## config.mk

```make
export PLATFORM = sky130hd
export DESIGN_NAME = dmux16_router_flat
export DESIGN_NICKNAME = d
export VERILOG_FILES = /design/src/rtl/dmux16_router_pkg.sv /design/src/rtl/dmux16_router_if.sv /design/src/rtl/dmux16_slot.sv /design/src/rtl/dmux16_router.sv /design/src/flat_wrapper.sv
export SDC_FILE = /design/constraint.sdc
export NUM_CORES = 1
export LEC_CHECK = 0
export ABC_AREA = 1
export ABC_CLOCK_PERIOD_IN_PS = 1760
export BUFFER_PORTS_ARGS = -buffer_cell sky130_fd_sc_hd__buf_2
export CAP_MARGIN = 20
export CORE_ASPECT_RATIO = 1.5
export CORE_MARGIN = 3
export CORE_UTILIZATION = 50
export DETAILED_ROUTE_END_ITERATION = 8
export PLACE_DENSITY = 0.81
export SYNTH_ARGS = -nofsm -noshare
export SYNTH_HDL_FRONTEND = slang
export SYNTH_SLANG_ARGS = --single-unit
```

## constraint.sdc

```tcl
create_clock -name clk -period 1.76 [get_ports clk]
set_input_delay 0.176 -clock clk [delete_from_list [all_inputs] [get_ports clk]]
set_output_delay 0.176 -clock clk [all_outputs]
set_load 0.05 [all_outputs]
```

## src/rtl/dmux16_router_pkg.sv

```systemverilog
// Shared word width, word type and channel-slice helper for the dmux16 router.
// Optional per-channel statistics are enabled with `define DMUX16_STATS_EN.
package dmux16_router_pkg;

  localparam int unsigned DMUX16_W = 16;

  typedef logic [DMUX16_W-1:0] word_t;

  // Low bit of channel k inside a packed NCH*DMUX16_W bus.
  function automatic int unsigned slice_lo(int unsigned k);
    return k * DMUX16_W;
  endfunction

endpackage

```

## src/rtl/dmux16_router_if.sv

```systemverilog
// Producer/consumer bus of the dmux16 router; master = environment, slave = router.
// stat_cnt carries data only when DMUX16_STATS_EN is defined.
interface dmux16_router_if #(
  parameter int unsigned NCH  = 4,
  parameter int unsigned SELW = 2
);
  import dmux16_router_pkg::*;

  word_t                    in_data;
  logic [SELW-1:0]          in_sel;
  logic                     in_valid;
  logic                     in_ready;
  logic [NCH*DMUX16_W-1:0]  out_data;
  logic [NCH-1:0]           out_valid;
  logic [NCH-1:0]           out_ready;
  logic [NCH*DMUX16_W-1:0]  stat_cnt;

  modport master (
    output in_data, in_sel, in_valid, out_ready,
    input  in_ready, out_data, out_valid, stat_cnt
  );

  modport slave (
    input  in_data, in_sel, in_valid, out_ready,
    output in_ready, out_data, out_valid, stat_cnt
  );

endinterface

```

## src/rtl/dmux16_slot.sv

```systemverilog
// One router channel: one-entry word register, valid flag, free term and
// an accept counter that exists only when DMUX16_STATS_EN is defined.
module dmux16_slot
  import dmux16_router_pkg::*;
(
  input  logic  clk,
  input  logic  rst_n,
  input  logic  load,
  input  logic  ready,
  input  word_t din,
  output word_t dout,
  output logic  valid,
  output logic  free,
  output word_t cnt
);

  assign free = ~valid | ready;

  // Load wins over pop, so a same-cycle pop+load keeps valid high.
  always_ff @(posedge clk) begin
    if (!rst_n) begin
      valid <= 1'b0;
      dout  <= '0;
    end else if (load) begin
      valid <= 1'b1;
      dout  <= din;
    end else if (valid && ready) begin
      valid <= 1'b0;
    end
  end

`ifdef DMUX16_STATS_EN
  always_ff @(posedge clk) begin
    if (!rst_n)
      cnt <= '0;
    else if (load)
      cnt <= cnt + word_t'(1);
  end
`else
  assign cnt = '0;
`endif

endmodule

```

## src/rtl/dmux16_router.sv

```systemverilog
// Routes one 16-bit word stream to NCH registered valid/ready channels by in_sel.
// Per-channel accept counters on stat_cnt when DMUX16_STATS_EN is defined.
module dmux16_router
  import dmux16_router_pkg::*;
#(
  parameter int unsigned NCH  = 4,
  parameter int unsigned SELW = 2
) (
  input logic           clk,
  input logic           rst_n,
  dmux16_router_if.slave bus
);

  logic [NCH-1:0] load;
  logic [NCH-1:0] free;
  logic           accept;

  assign bus.in_ready = rst_n & free[bus.in_sel];
  assign accept       = bus.in_valid & bus.in_ready;

  always_comb begin
    load = '0;
    for (int unsigned k = 0; k < NCH; k++)
      load[k] = accept && (bus.in_sel == SELW'(k));
  end

  for (genvar k = 0; k < NCH; k++) begin : g_slot
    dmux16_slot u_slot (
      .clk   (clk),
      .rst_n (rst_n),
      .load  (load[k]),
      .ready (bus.out_ready[k]),
      .din   (bus.in_data),
      .dout  (bus.out_data[slice_lo(k) +: DMUX16_W]),
      .valid (bus.out_valid[k]),
      .free  (free[k]),
      .cnt   (bus.stat_cnt[slice_lo(k) +: DMUX16_W])
    );
  end

endmodule

```

## src/flat_wrapper.sv

```systemverilog
// flat-port wrapper written by rule: the top's interface ports become plain ports
module dmux16_router_flat import dmux16_router_pkg::*;
#(
  parameter int unsigned NCH  = 4,
  parameter int unsigned SELW = 2
)
  (clk, rst_n, bus_in_data, bus_in_sel, bus_in_valid, bus_out_ready, bus_in_ready, bus_out_data, bus_out_valid, bus_stat_cnt);
  dmux16_router_if #(.NCH(NCH), .SELW(SELW)) bus_i ();
  input logic clk;
  input logic rst_n;
  input wire logic [$bits(bus_i.in_data)-1:0] bus_in_data;
  input wire logic [$bits(bus_i.in_sel)-1:0] bus_in_sel;
  input wire logic [$bits(bus_i.in_valid)-1:0] bus_in_valid;
  input wire logic [$bits(bus_i.out_ready)-1:0] bus_out_ready;
  output wire logic [$bits(bus_i.in_ready)-1:0] bus_in_ready;
  output wire logic [$bits(bus_i.out_data)-1:0] bus_out_data;
  output wire logic [$bits(bus_i.out_valid)-1:0] bus_out_valid;
  output wire logic [$bits(bus_i.stat_cnt)-1:0] bus_stat_cnt;
  assign bus_i.in_data = bus_in_data;
  assign bus_i.in_sel = bus_in_sel;
  assign bus_i.in_valid = bus_in_valid;
  assign bus_i.out_ready = bus_out_ready;
  assign bus_in_ready = bus_i.in_ready;
  assign bus_out_data = bus_i.out_data;
  assign bus_out_valid = bus_i.out_valid;
  assign bus_stat_cnt = bus_i.stat_cnt;
  dmux16_router #(.NCH(NCH), .SELW(SELW)) u_core (.clk(clk), .rst_n(rst_n), .bus(bus_i));
endmodule
```

# Word-level counts from Yosys, hierarchy flattened
# Cells that the tools add are included.
# classes
n_eq_ne	3
reduce_logical	13
muxes	10
order_cmp	1
bitwise	10
# ops
operator	count
$mux W1	9
$logic_and A1 B1 Y1	8
$reduce_bool A2 Y1	4
$eq A2 B2 Y1 const B	2
$not A1 Y1	4
$or A1 B1 Y1	4
$lt A2 B3 Y1 const B	1
$and A1 B1 Y1	2
$bmux W1 S2	1
$eq A2 B1 Y1 const B	1
$logic_not A2 Y1	1
# word_totals
wordCells	45
ff_bits	68
input_bits	25
out_inout_bits	133

# Longest topological paths before layout
# logic_depth
ltp_word	8
depth_mapped	10
ltp_nobuf	9

# By module
# A second synthesis with hierarchy kept.
# unflattened
cells_unflattened	381
area_unflattened_um2	2936.6
# modules_own_cells
mod	cells_each	instances	seq_area_each_um2	area_each_um2
dmux16_slot	90	4	340.3	711.9
dmux16_router	21	1	0.0	88.8

# Worst setup path before layout
# No wires, ideal clock.
# synth_timing
kind	reg2reg
from	reg u_core.g_slot[0].u_slot.valid
to	reg u_core.g_slot[1].u_slot.dout[10]
n_path_buf	1
synth_period_minus_slack_ps	1350
setup_slack_ps	410
setup_time_ps	110
stages_incl_launch_ff	10
arrival_time_ps	1240
required_time_ps	1650
cell_sequence	dfxtp_1 inv_1 nor2_1 nand2_2 nand3_1 nor2_1 buf_2 nand4_1 nand2_1 nor2_2
# synth_between
elab_chain_cells	7
# synth_lines
element	line_no	rtl
start, declared	dmux16_slot.sv:12	output logic valid,
start signal, assigned	dmux16_slot.sv:22	valid <= 1'b0;
start signal, assigned	dmux16_slot.sv:25	valid <= 1'b1;
start signal, assigned	dmux16_slot.sv:28	valid <= 1'b0;
$not A1 Y1	dmux16_slot.sv:17	assign free = ~valid | ready;
$or A1 B1 Y1	dmux16_slot.sv:17	
$bmux W1 S2	dmux16_router.sv:18	assign bus.in_ready = rst_n & free[bus.in_sel];
$mux W1 (implied by the code)	dmux16_router.sv:18	
$and A1 B1 Y1	dmux16_router.sv:18	
via bus_in_ready	flat_wrapper.sv:15	output wire logic [$bits(bus_i.in_ready)-1:0] bus_in_ready;
$and A1 B1 Y1	dmux16_router.sv:19	assign accept = bus.in_valid & bus.in_ready;
$logic_and A1 B1 Y1	dmux16_router.sv:24	load[k] = accept && (bus.in_sel == SELW'(k));
end signal, assigned	dmux16_slot.sv:26	dout <= din;
end, declared	dmux16_slot.sv:11	output word_t dout,
# The timed path passes the listed nets, and every way through them passes these cells. The select of a mux whose other input is x is not followed.
# A chain may end at the register's enable or synchronous reset.

# Worst setup path in the final report
# layout_timing
from	reg u_core.g_slot[0].u_slot.valid
to	out bus_in_ready
# layout_between
elab_chain_cells	5
# layout_lines
element	line_no
$not A1 Y1	dmux16_slot.sv:17
$or A1 B1 Y1	dmux16_slot.sv:17
$bmux W1 S2	dmux16_router.sv:18
$mux W1 (implied by the code)	dmux16_router.sv:18
$and A1 B1 Y1	dmux16_router.sv:18
end, declared	flat_wrapper.sv:15
# No other way between the ends. The select of a mux whose other input is x is not followed.

==> results.md <==
* Maximum number of pins on one net before global-route repair at 67
* Share of the core filled with cells at 59.5%
* Data arrival time of the worst path at 1.48 ns
* Element type at the critical path start: flop
* Number of design rule violations left after detail routing at 0
* Clock Skew at 0.00507 ns
* WL/cell at 12.5 um
* Worst-case hold slack at 0.133 ns
* Final weighted congestion in routability-driven placement at 0.841
* Least-Margin Pin Slew at 0.634 ns
* Flip-flop and latch count after synthesis at 68
* Slowest stage delay, CP at 0.30 ns
* Top-area cell type share of the netlist area at 32.4%
* Clock Latency Late Sink at 0.34 ns
* Clock root cell: clkbuf_16
* Areal power density over the cells at 927 mW/mm2
* Share of the yosys chip area belonging to registers at 32.4%
* Yosys synthesis warning count at 0
* # placed instances at 785
* Number of nets in the finished design at 720
* Area of the placeable core at 0.00811 mm2
* Number of vias per cell at 4.44
* Deepest level of the CTS H-tree at 3
* Initial core utilization at 51.8%
* Number of vias after detailed routing at 3,571
* Number of antenna violations at the first check in global routing at 0
* Mean instance size in the synthesized netlist at 6.91 um2
* Count of antenna diodes in the layout at 0
* Clock-pin slew of the registers on the worst-case setup and hold paths at 0.05 ns
* Max VDD drop at 0.572 mV
* Vertical extent of the die at 118 um
* Clock tree from TritonCTS: built
* Count of TritonRoute iterations in the first routing pass at 5
* Number of endpoints with negative hold slack in the final report at 0
* Area growth from synthesis to final layout at 15.0%
* Cell accounting for the most synthesized area: dfxtp_1
* Number of nets with antenna violations after routing at 0
* Total Die Area at 0.00956 mm2
* Max-cap violations at 0
* CTS buffer count at 9
* Share of layout cells above drive strength 1 at 29.4%
* Final count of pins violating max slew at 0
* Number of cells in the finished layout apart from fillers at 805
* Number of distinct standard cells referenced by the synthesized netlist at 20
* Fin crit period at 1.65 ns
* Total Routing Usage GR at 21.4%
* Total of hold buffers inserted after clock tree synthesis at 0
* Cell-by-cell listing of the critical path: inv_1 > nor2_1 > nand2_2 > nand3_1 > nor2_4 > buf_12 > buf_6
* Port Buffers at 93
* Global-route wire length before repair at 15.8 mm
* Via count of the first global-routing pass at 3,258
* Headroom to the max-slew limit at 57.7%
* Setup-violating endpoint count in the final report at 0
* I/O pin total at 158
* Endpoint kind of the worst setup timing path: output port
* Classification of the worst setup path: flop to output port
* CP Max Fanout at 27
* Sink count of the clock tree at 68
* Chip Width at 80.8 um
* Status: finished clean
* Site row count at 40
* Number of DRC markers in iteration 0 at 301
* Routed wire length at 10.1 mm
* Placed wire-length estimate at 7.18 mm
* Crit path required time at 1.58 ns
* Syn Inst Count at 608
* F_max at 0.605 GHz
* Leakage dissipation at 2.66 nW
* Final cycle utilization of the critical path at 93.9%
* Leftover overflow at the end of global routing at 0
* Class of the tightest hold or removal check: primary input to flop
* Max clock buf depth at 2
* Cell area after synthesis at 0.00420 mm2
* Setup repair after global routing missed its margin: false
* Slowest-stage cell, CP: dfxtp_1
* Top post-synthesis cells by area: dfxtp_1, buf_4, inv_1
==> final timing paths <==
check	start	to	slack, ns	cells after the start
setup / recovery	u_core.g_slot[0].u_slot.valid	bus_in_ready	0.11	7
hold / removal	bus_out_ready[1]	u_core.g_slot[1].u_slot.valid	0.13	4
setup reg to reg	u_core.g_slot[2].u_slot.valid	u_core.g_slot[2].u_slot.dout[4]	0.20	9
hold reg to reg	u_core.g_slot[0].u_slot.dout[3]	u_core.g_slot[0].u_slot.dout[3]	0.51	4
==> flip-flops by register name (all words and copies together), names as in the netlist <==
register	count
u_core.g_slot.u_slot.dout	64
u_core.g_slot.u_slot.valid	4
==> worst max-delay path, delay by kind of cell, from the launching register on <==
| kind | cells | cell delay [ns] |
|---|---|---|
| simple gates | 4 | 0.42 |
| buf+inv | 3 | 0.42 |
| flops | 1 | 0.30 |
==> power by group <==
group	internal, W	switching (W)	total [W]
logic	0.000199	0.000825	0.00102
clock network	0.00117	0.000657	0.00183
registers	0.00160	0.0000276	0.00162
total	0.00296	0.00151	0.00447
==> per-stage QoR <==
stage	worst slack, ns	setup TNS, ns	power (W)	cell area (um2)
2_1_floorplan	0.410	0	0.00261	4440
3_3_place_gp	-0.389	-14.52	0.00264	4450
3_5_place_dp	-0.0261	-0.111	0.00266	4470
4_1_cts	0.0243	0	0.00448	4790
5_1_grt	0.0181	0	0.00464	4830
6_report	0.107	0	0.00447	4830
==> per-layer routing <==
layer / vias up / wire length (um) / track usage (%) / share of wire (%)
met5: - / 0 / 0 / 0
met4: 0 / 357 / 11.5 / 3.5
met3: 23 / 955 / 4.42 / 9.5
met2: 176 / 5170 / 35.9 / 51
met1: 1532 / 3610 / 24.8 / 36
li1: 1840 / - / - / -
==> cell type report <==
type / instances / area (um2)
clock buffers: 12 / 256
repair buffers: 111 / 649
well taps: 105 / 131
fillers: 787 / 3280
multi-input cells: 350 / 1800
flip-flops and latches: 68 / 1360
clock inverters: 4 / 47.5
inverters: 155 / 582
==> cell families (layout without fill, tap and decap cells) <==
logic type | after synthesis | in the layout | share of synthesized area [%]
other | 1 | 64 | 0.0893
buffers and inverters | 253 | 282 | 30.5
AO/OA/AOI/OAI | 4 | 4 | 0.477
flip-flops | 68 | 68 | 32.4
AND/OR/NAND/NOR | 282 | 282 | 36.5
==> cells in the final DEF, fill, tap and decap left out, types with 3 or more instances in the layout <==
| cell | instances |
|---|---|
| a21oi_1 | 4 |
| nand3_1 | 3 |
| nand4_4 | 4 |
| inv_2 | 31 |
| inv_1 | 124 |
| nor2_1 | 50 |
| buf_2 | 92 |
| nand2_1 | 116 |
| nor2_2 | 18 |
| nor2_4 | 5 |
| conb_1 | 64 |
| buf_4 | 15 |
| dfxtp_1 | 68 |
| nand4_1 | 64 |
| clkbuf_16 | 10 |
| nand2_4 | 19 |
==> timing repair <==
item,CTS,global route
resized for setup,2,0
gates cloned,0,1
setup endpoints to repair,1,1
pin swaps,1,1
buffers inserted,1,2
==> synth_stat cells (all sizes together) <==
master    n
a21oi     4
buf      85
clkbuf   13
conb      1
dfxtp    68
inv     155
nand2   137
nand3     3
nand4    68
nor2     74
No activity file was read; power rests on OpenSTA's default activity.
